**src/rtl/knn_pkg.sv**
```systemverilog
// Shared definitions for the KNN datapath: FSM state encoding and the
// distance "infinity" value used before any classification has completed.
package knn_pkg;

    typedef enum logic [1:0] {
        ST_IDLE    = 2'd0,
        ST_COLLECT = 2'd1,
        ST_VOTE    = 2'd2,
        ST_DONE    = 2'd3
    } knn_state_e;

    // Largest positive value of a W-bit word with the MSB clear.
    function automatic logic [31:0] dist_max(input int w);
        return (32'd1 << (w - 1)) - 32'd1;
    endfunction

endpackage

```
**src/rtl/knn_sorted_list.sv**
```systemverilog
// K-slot list kept in ascending distance order; a new entry lands behind all
// entries with an equal or smaller distance, and the last slot falls off.
module knn_sorted_list #(
    parameter int W = 8,
    parameter int K = 3
) (
    input  logic           clk,
    input  logic           rst,
    input  logic           clr_i,
    input  logic           ins_i,
    input  logic [W-1:0]   dist_i,
    input  logic [W-1:0]   type_i,
    output logic [K-1:0]   slot_vld_o,
    output logic [K*W-1:0] slot_type_o,
    output logic [W-1:0]   head_dist_o
);

    logic [K-1:0] vld_q;
    logic [W-1:0] dist_q [K];
    logic [W-1:0] type_q [K];
    logic [K-1:0] le;

    // Valid slots form a sorted prefix, so le is a run of ones followed by zeros.
    always_comb begin
        for (int j = 0; j < K; j++) begin
            le[j] = vld_q[j] && (dist_q[j] <= dist_i);
        end
    end

    always_ff @(posedge clk or negedge rst) begin
        if (!rst) begin
            vld_q <= '0;
            for (int j = 0; j < K; j++) begin
                dist_q[j] <= '0;
                type_q[j] <= '0;
            end
        end else if (clr_i) begin
            vld_q <= '0;
        end else if (ins_i) begin
            if (!le[0]) begin
                vld_q[0]  <= 1'b1;
                dist_q[0] <= dist_i;
                type_q[0] <= type_i;
            end
            for (int j = 1; j < K; j++) begin
                if (!le[j]) begin
                    if (le[j-1]) begin
                        vld_q[j]  <= 1'b1;
                        dist_q[j] <= dist_i;
                        type_q[j] <= type_i;
                    end else begin
                        vld_q[j]  <= vld_q[j-1];
                        dist_q[j] <= dist_q[j-1];
                        type_q[j] <= type_q[j-1];
                    end
                end
            end
        end
    end

    always_comb begin
        slot_type_o = '0;
        for (int j = 0; j < K; j++) begin
            slot_type_o[j*W +: W] = type_q[j];
        end
    end

    assign slot_vld_o  = vld_q;
    assign head_dist_o = dist_q[0];

endmodule

```
**src/rtl/knn_vote_unit.sv**
```systemverilog
// Collects L distance results into a K-nearest list, then majority-votes the
// neighbour types one slot per cycle and pulses the winning type.
module knn_vote_unit
    import knn_pkg::*;
#(
    parameter int W = 8,
    parameter int K = 3,
    parameter int L = 16
) (
    input  logic         clk,
    input  logic         rst,
    input  logic         start,
    input  logic         in_valid,
    input  logic [W-1:0] in_distance,
    input  logic [W-1:0] in_type,
    output logic         busy,
    output logic         class_valid,
    output logic [W-1:0] class_out,
    output logic [W-1:0] nearest_distance
);

    localparam int CNTW = $clog2(L + 1);
    localparam int IW   = (K > 1) ? $clog2(K) : 1;
    localparam int CW   = $clog2(K + 1);

    knn_state_e      state_q;
    logic [CNTW-1:0] cnt_q;
    logic [IW-1:0]   idx_q;
    logic [CW-1:0]   best_cnt_q;
    logic [W-1:0]    best_q;
    logic            busy_q;
    logic            class_valid_q;
    logic [W-1:0]    class_out_q;
    logic [W-1:0]    nearest_q;

    logic [K-1:0]    slot_vld;
    logic [K*W-1:0]  slot_type;
    logic [W-1:0]    head_dist;
    logic [W-1:0]    types [K];
    logic [W-1:0]    sel_type;
    logic            sel_vld;
    logic [CW-1:0]   vote_cnt;
    logic            list_ins;

    // start outranks a coincident sample, so the list never inserts on a start cycle.
    assign list_ins = (state_q == ST_COLLECT) && in_valid && !start;

    knn_sorted_list #(.W(W), .K(K)) u_list (
        .clk         (clk),
        .rst         (rst),
        .clr_i       (start),
        .ins_i       (list_ins),
        .dist_i      (in_distance),
        .type_i      (in_type),
        .slot_vld_o  (slot_vld),
        .slot_type_o (slot_type),
        .head_dist_o (head_dist)
    );

    always_comb begin
        for (int j = 0; j < K; j++) begin
            types[j] = slot_type[j*W +: W];
        end
        sel_vld  = slot_vld[idx_q];
        sel_type = types[idx_q];
        vote_cnt = '0;
        for (int j = 0; j < K; j++) begin
            if (slot_vld[j] && (types[j] == sel_type)) vote_cnt = vote_cnt + CW'(1);
        end
    end

    always_ff @(posedge clk or negedge rst) begin
        if (!rst) begin
            state_q       <= ST_IDLE;
            cnt_q         <= '0;
            idx_q         <= '0;
            best_cnt_q    <= '0;
            best_q        <= '0;
            busy_q        <= 1'b0;
            class_valid_q <= 1'b0;
            class_out_q   <= '0;
            nearest_q     <= W'(dist_max(W));
        end else begin
            class_valid_q <= 1'b0;
            case (state_q)
                ST_IDLE: begin
                    if (start) begin
                        state_q <= ST_COLLECT;
                        cnt_q   <= '0;
                        busy_q  <= 1'b1;
                    end
                end
                ST_COLLECT: begin
                    if (start) begin
                        cnt_q <= '0;
                    end else if (in_valid) begin
                        if (cnt_q == CNTW'(L - 1)) begin
                            state_q    <= ST_VOTE;
                            cnt_q      <= '0;
                            idx_q      <= '0;
                            best_cnt_q <= '0;
                            best_q     <= '0;
                        end else begin
                            cnt_q <= cnt_q + CNTW'(1);
                        end
                    end
                end
                ST_VOTE: begin
                    if (start) begin
                        state_q <= ST_COLLECT;
                        cnt_q   <= '0;
                    end else begin
                        // Strict compare: on equal counts the earlier (nearer) slot keeps the win.
                        if (sel_vld && (vote_cnt > best_cnt_q)) begin
                            best_cnt_q <= vote_cnt;
                            best_q     <= sel_type;
                        end
                        if (idx_q == IW'(K - 1)) begin
                            state_q <= ST_DONE;
                            busy_q  <= 1'b0;
                        end else begin
                            idx_q <= idx_q + IW'(1);
                        end
                    end
                end
                ST_DONE: begin
                    class_valid_q <= 1'b1;
                    class_out_q   <= best_q;
                    nearest_q     <= head_dist;
                    if (start) begin
                        state_q <= ST_COLLECT;
                        cnt_q   <= '0;
                        busy_q  <= 1'b1;
                    end else begin
                        state_q <= ST_IDLE;
                    end
                end
                default: begin
                    state_q <= ST_IDLE;
                    busy_q  <= 1'b0;
                end
            endcase
        end
    end

    assign busy             = busy_q;
    assign class_valid      = class_valid_q;
    assign class_out        = class_out_q;
    assign nearest_distance = nearest_q;

endmodule

```
**config.mk**
```make
export PLATFORM = sky130hd
export DESIGN_NAME = knn_vote_unit
export DESIGN_NICKNAME = d
export VERILOG_FILES = /design/src/rtl/knn_pkg.sv /design/src/rtl/knn_sorted_list.sv /design/src/rtl/knn_vote_unit.sv
export SDC_FILE = /design/constraint.sdc
export NUM_CORES = 1
export LEC_CHECK = 0
export ABC_AREA = 1
export CAP_MARGIN = 5
export CORE_UTILIZATION = 59
export DETAILED_ROUTE_END_ITERATION = 6
export PLACE_DENSITY = 0.8
export SYNTH_ARGS = -nofsm -noshare
export SYNTH_HDL_FRONTEND = slang
export SYNTH_SLANG_ARGS = --single-unit
```
**constraint.sdc**
```tcl
create_clock -name clk -period 3.95 [get_ports clk]
set_input_delay 0.79 -clock clk [delete_from_list [all_inputs] [get_ports clk]]
set_output_delay 0.79 -clock clk [all_outputs]
set_load 0.02 [all_outputs]
```
; ---- After elaboration in Yosys (flattened, before gate mapping)
; Index checks and enable logic that the tools add are counted.
[totals]
input_bits = 20
output_inout_bits = 18
word_cells = 135
reg_bits = 88
[op_classes]
order_cmp = 6
n_reduce_logical = 27
addsub = 4
n_eq_ne = 23
muxes = 52
n_bitwise = 5
[ops]
columns = op, n
row1 = $mux W8, 11
row2 = $mux W2, 15
row3 = $eq A8 B8 Y1, 3
row4 = $le A8 B8 Y1, 3
row5 = $mux W5, 4
row6 = $ne A2 B2 Y1 const B, 10
row7 = $bmux W8 S2, 1
row8 = $pmux W8 S2, 1
row9 = $mux W1, 12
row10 = $reduce_and A6 Y1, 2
row11 = $pmux W5 S2, 1
row12 = $logic_and A1 B1 Y1, 9
row13 = $reduce_and A3 Y1, 3
row14 = $pmux W2 S2, 2
row15 = $pmux W2 S4, 1
row16 = $reduce_and A2 Y1, 4
row17 = $add A2 B1 Y2 const B, 3
row18 = $eq A2 B2 Y1 const B, 3
row19 = $mux W3, 2
row20 = $ne A2 B1 Y1 const B, 3
row21 = $ne A3 B3 Y1 const B, 2
row22 = $reduce_bool A2 Y1, 3
row23 = $add A5 B1 Y5 const B, 1
row24 = $eq A5 B4 Y1 const B, 1
row25 = other kinds (14), 17

; ---- Logic depth before layout (Yosys ltp)
[logic_depth]
ltp_word = 16
depth_mapped = 23
depth_no_buf = 22

; ---- Modules after synthesis
; From an unflattened synthesis, not the netlist that was laid out.
[hier_totals]
cells_unflattened = 752
hier_area_um2 = 5599.1
[modules_own_cells]
columns = module, seq_area_each_um2, cells_each, area_per_inst_um2, n_inst
row1 = knn_sorted_list, 1276.2, 419, 3164.3, 1
row2 = knn_vote_unit, 934.6, 333, 2434.8, 1

; ---- Worst setup path before layout
; No wires, ideal clock.
[synth_path]
path_kind = flip-flop to flip-flop
start = register idx_q[0]
end = register best_q[3]
period_less_slack_ns = 2.753
slack_ns = 1.197
required_ns = 3.824
n_path_buf = 1
setup_ns = 0.126
arrival_ns = 2.628
path_stages_with_launch = 20
cell_sequence = dfrtp_1 > buf_6 > or2_1 > nand3_2 > o21ai_2 > xor2_1 > nor3_1 > inv_1 > nor2_2 > inv_1 > ha_1 > nand3_1 > and2_1 > ha_1 > a22oi_1 > o211ai_1 > nand2_1 > nand2_1 > inv_1 > o22ai_1
[synth_via]
elab_chain_len = 15
word_cells_on_any_way = 24
classes_between = 2 x add/sub / 1 x order compare / 4 x eq/ne / 11 x mux / 1 x bitwise / 5 x reduce/logical
[synth_lines]
columns = element, line_no
row1 = from (decl), knn_vote_unit.sv:28  ; logic [IW-1:0] idx_q;
row2 = from (signal assigned), knn_vote_unit.sv:122  ; idx_q <= idx_q + IW'(1);
row3 = $not A2 Y3 (not written as such), knn_vote_unit.sv:65  ; sel_type = types[idx_q];
row4 = $bmux W8 S2, knn_vote_unit.sv:65
row5 = $mux W8 (not written as such) (2 in a row), knn_vote_unit.sv:65
row6 = $eq A8 B8 Y1, knn_vote_unit.sv:68  ; if (slot_vld[j] && (types[j] == sel_type)) vote_cnt = vote_cnt + CW'(1);
row7 = $logic_and A1 B1 Y1, knn_vote_unit.sv:68
row8 = $mux W1, knn_vote_unit.sv:68
row9 = $add A2 B1 Y2, knn_vote_unit.sv:68
row10 = $mux W2, knn_vote_unit.sv:68
row11 = $add A2 B1 Y2, knn_vote_unit.sv:68
row12 = $mux W2, knn_vote_unit.sv:68
row13 = $gt A2 B2 Y1, knn_vote_unit.sv:114  ; if (sel_vld && (vote_cnt > best_cnt_q)) begin
row14 = $logic_and A1 B1 Y1, knn_vote_unit.sv:114
row15 = $ne A2 B2 Y1 (no source line), n/a
row16 = $reduce_and A6 Y1 (no source line), n/a
row17 = to (signal assigned), knn_vote_unit.sv:116  ; best_q <= sel_type;
row18 = to (decl), knn_vote_unit.sv:30  ; logic [W-1:0] best_q;
; Parallel ways exist; a longest one is shown, timed or not. The select of a mux whose other input is x is not followed.
; A chain may end at the register's enable or synchronous reset.

; ---- Worst setup path in the final report
[layout_path]
start = register idx_q[0]
end = register best_q[6]
; Same word-level chain as after synthesis.

==> metrics <==
YS warnings=0; CP required=4.18 ns; worst skew pair latency=0.36 ns; design area=5940 sq um; number of global-route vias before repair=4,644; footprint of the multi-input gates=2720 sq um; via count=4,804; vias per inst=5.65; Slew @ Worst Pin=1.21 ns; slowest CP cell=dfrtp_1; CTS Sinks=88; NumNets Final=791; Max stage delay on crit path=0.53 ns; grt total ovfl=0; Max clock buf depth=2; Post-Syn Instances=707; Worst Path Max Fanout=15; htree depth=3; layout cells sized above 1=9.03%; register area share after synthesis=41.3%; PortBufs=37; Iter 0 DRT Violations=260; Routed Antenna Nets=0; Syn Std Cell Area=5350 sq um; Leak=0.00310 uW; final core utilization=67.8%; skew final=0.0122 ns; GP Congestion=0.880; Synth Register Bits=88; Pre-antenna DRT Iters=5; post-DP HPWL=9.33 mm; startpoint types=flop; Setup WS post-layout=0.529 ns; DIE AREA=9450 sq um; CTS root buffer=clkbuf_8; unrepaired setup endpoints after global routing=no; Ports=38; die width=97.2 um; WL met1=5.91 mm; final hold violation count=0; critical-path cell list=inv_4 > nand2_4 > o21ai_1 > xor2_1 > nor3_1 > inv_1 > nor2_2 > inv_1 > ha_1 > nand3_1 > and2_1 > ha_1 > a22oi_1 > o211ai_1 > nand2_1 > nand2_1 > inv_1 > o21ai_0; dpl cell area=5760 sq um; WL/cell=15.6 um; Worst Hold Margin=0.497 ns; VDD IR max=0.414 mV; Area Growth Syn to Fin=11.0%; highest metal used=met4; Slew Limit Headroom=19.5%; Avg Inst Size Synth=7.57 sq um; Hold Crit Class=flop to flop; TritonCTS clock tree=built; n_diodes=0; Site Rows=34; GRT Overall Usage=29.5%; Die Y=97.2 um; max-slew violation count=0; max-cap violations=0; pre-CTS setup slack=0.384 ns; Power Density=824 nW/um^2; min Tclk post-route=3.42 ns; WL met3=995 um; Clock transition at path regs=0.09 ns; initial core utilization=61.1%; Core ar.=8760 sq um; setup tns final=0 ns; fillcell total=702; final WL=13.3 mm; Max Clock Freq=0.292 GHz; critical path endpoint category=flop; register area=2210 sq um; Tcrit/Tclk final=86.6%; crit path DAT=3.65 ns; Synth Net Count=761; most frequent CP cell=inv_1; routed length on met2=5.95 mm; # DRC=0; critical path class=flop to flop; first-pass GRT wire length=22.2 mm; ranking of synthesized cells by area=dfrtp_1 (38%), nand2_1 (18%), ha_1 (8.0%); final setup fails=0; Yosys top cell area share=37.9%; initial antenna violation count=0; largest net degree at the start of global routing=89; status=finished, final reports clean; Post-CTS Setup Inserts=0; Yosys cell types=37; TritonCTS Buffers=9; area leader, netlist=dfrtp_1
-- timing repair --
action                     in CTS  in global routing
resized for setup               0                  3
hold buffers                    0                  0
setup endpoints to repair       0                  9
-- Yosys cell counts (all sizes together) --
cell and count:
nor2 35, o21ai 32, a22oi 1, o211ai 2, mux2 8, nor3 7, inv 74, o21a 2
nand2 267, dfstp 7, dfrtp 81, o221ai 1, a21boi 1, a32o 2, ha 34, nand3 73
nand4 10, a21oi 26, or2 1, clkbuf 6, and2 1, nand3b 1, buf 18, o22ai 7
a211oi 1, xor2 9
-- logic make-up after synthesis --
family | Yosys count | synth area share (%)
and+or+nand+nor | 395 | 31.5
buffers and inverters | 98 | 7.90
DFF | 88 | 41.3
AOI/OAI and AO/OA | 75 | 8.19
adders and majority gates | 34 | 7.95
xor gates and xnor gates | 9 | 1.47
muxes | 8 | 1.68
-- final cells by class --
type / count / share of cell area (%)
clock buffer: 12 / 2.44
sequential: 88 / 37.2
multi-input combinational: 521 / 45.8
tap: 108 / 2.28
clock inverter: 4 / 0.506
timing repair buffer: 43 / 6.95
inverter: 74 / 4.76
-- registers in the layout (all words and copies together) (netlist names) --
register / count
u_list.slot_type_o: 24
best_cnt_q: 2
idx_q: 2
class_out: 8
nearest_distance: 8
best_q: 8
cnt_q: 5
state_q: 2
busy: 1
u_list.dist_q: 16
u_list.slot_vld_o: 3
class_valid: 1
u_list.head_dist_o: 8
-- where the power goes --
part	total, uW	internal (uW)	leakage (uW)	switching [uW]
clock	573	246	0.0000748	327
combinational	2650	989	0.00190	1660
sequential	1670	1310	0.00112	360
-- layer usage --
layer | global-route usage (%) | vias up
met5 | 0 | -
met4 | 12.3 | 0
met3 | 4.75 | 36
met2 | 46.2 | 199
met1 | 41.1 | 2223
li1 | - | 2346
-- cell usage in the layout, fill, tap and decap left out, types with 3 or more instances in the layout --
| master | count |
|---|---|
| xor2_1 | 9 |
| o21ai_0 | 17 |
| mux2_2 | 8 |
| nor3_1 | 7 |
| inv_1 | 67 |
| nand2_2 | 7 |
| nand2_1 | 256 |
| a21oi_1 | 25 |
| inv_2 | 5 |
| nand3_1 | 70 |
| nand3_2 | 3 |
| nor2_1 | 31 |
| clkdlybuf4s50_1 | 36 |
| nor2_2 | 4 |
| dfrtp_1 | 81 |
| o21ai_2 | 5 |
| buf_4 | 7 |
| nand2_4 | 4 |
| o22ai_1 | 7 |
| clkbuf_8 | 10 |
| clkinvlp_4 | 4 |
| dfstp_2 | 7 |
| ha_1 | 34 |
| nand4_1 | 10 |
| o21ai_1 | 10 |
-- critical path, delay by kind of cell (launching register included) --
kind | cells | cell delay [ns]
buf+inv | 4 | 0.54
fa+ha+maj | 2 | 0.43
simple gates | 7 | 0.93
flops | 1 | 0.53
compound gates | 4 | 0.74
xor+xnor | 1 | 0.11
-- worst paths after layout --
kind / startpoint / endpoint / slack (ns) / cells past startpoint
max: idx_q[0] / best_q[6] / 0.53 / 18
min: u_list.dist_q[7] / u_list.dist_q[7] / 0.50 / 2
max reg2reg: idx_q[0] / best_q[6] / 0.53 / 18
min reg2reg: u_list.dist_q[7] / u_list.dist_q[7] / 0.50 / 2
max in group asynchronous: rst / cnt_q[1] / 2.61 / 1
min in group asynchronous: rst / u_list.head_dist_o[1] / 0.62 / 1
-- per-stage QoR --
stage	total power (uW)	instances
floorplan	3450	707
global placement	4200	834
detailed placement	4290	834
CTS	4870	850
global route	5310	850
finish	4890	850
(Power assumes the default switching activity.)
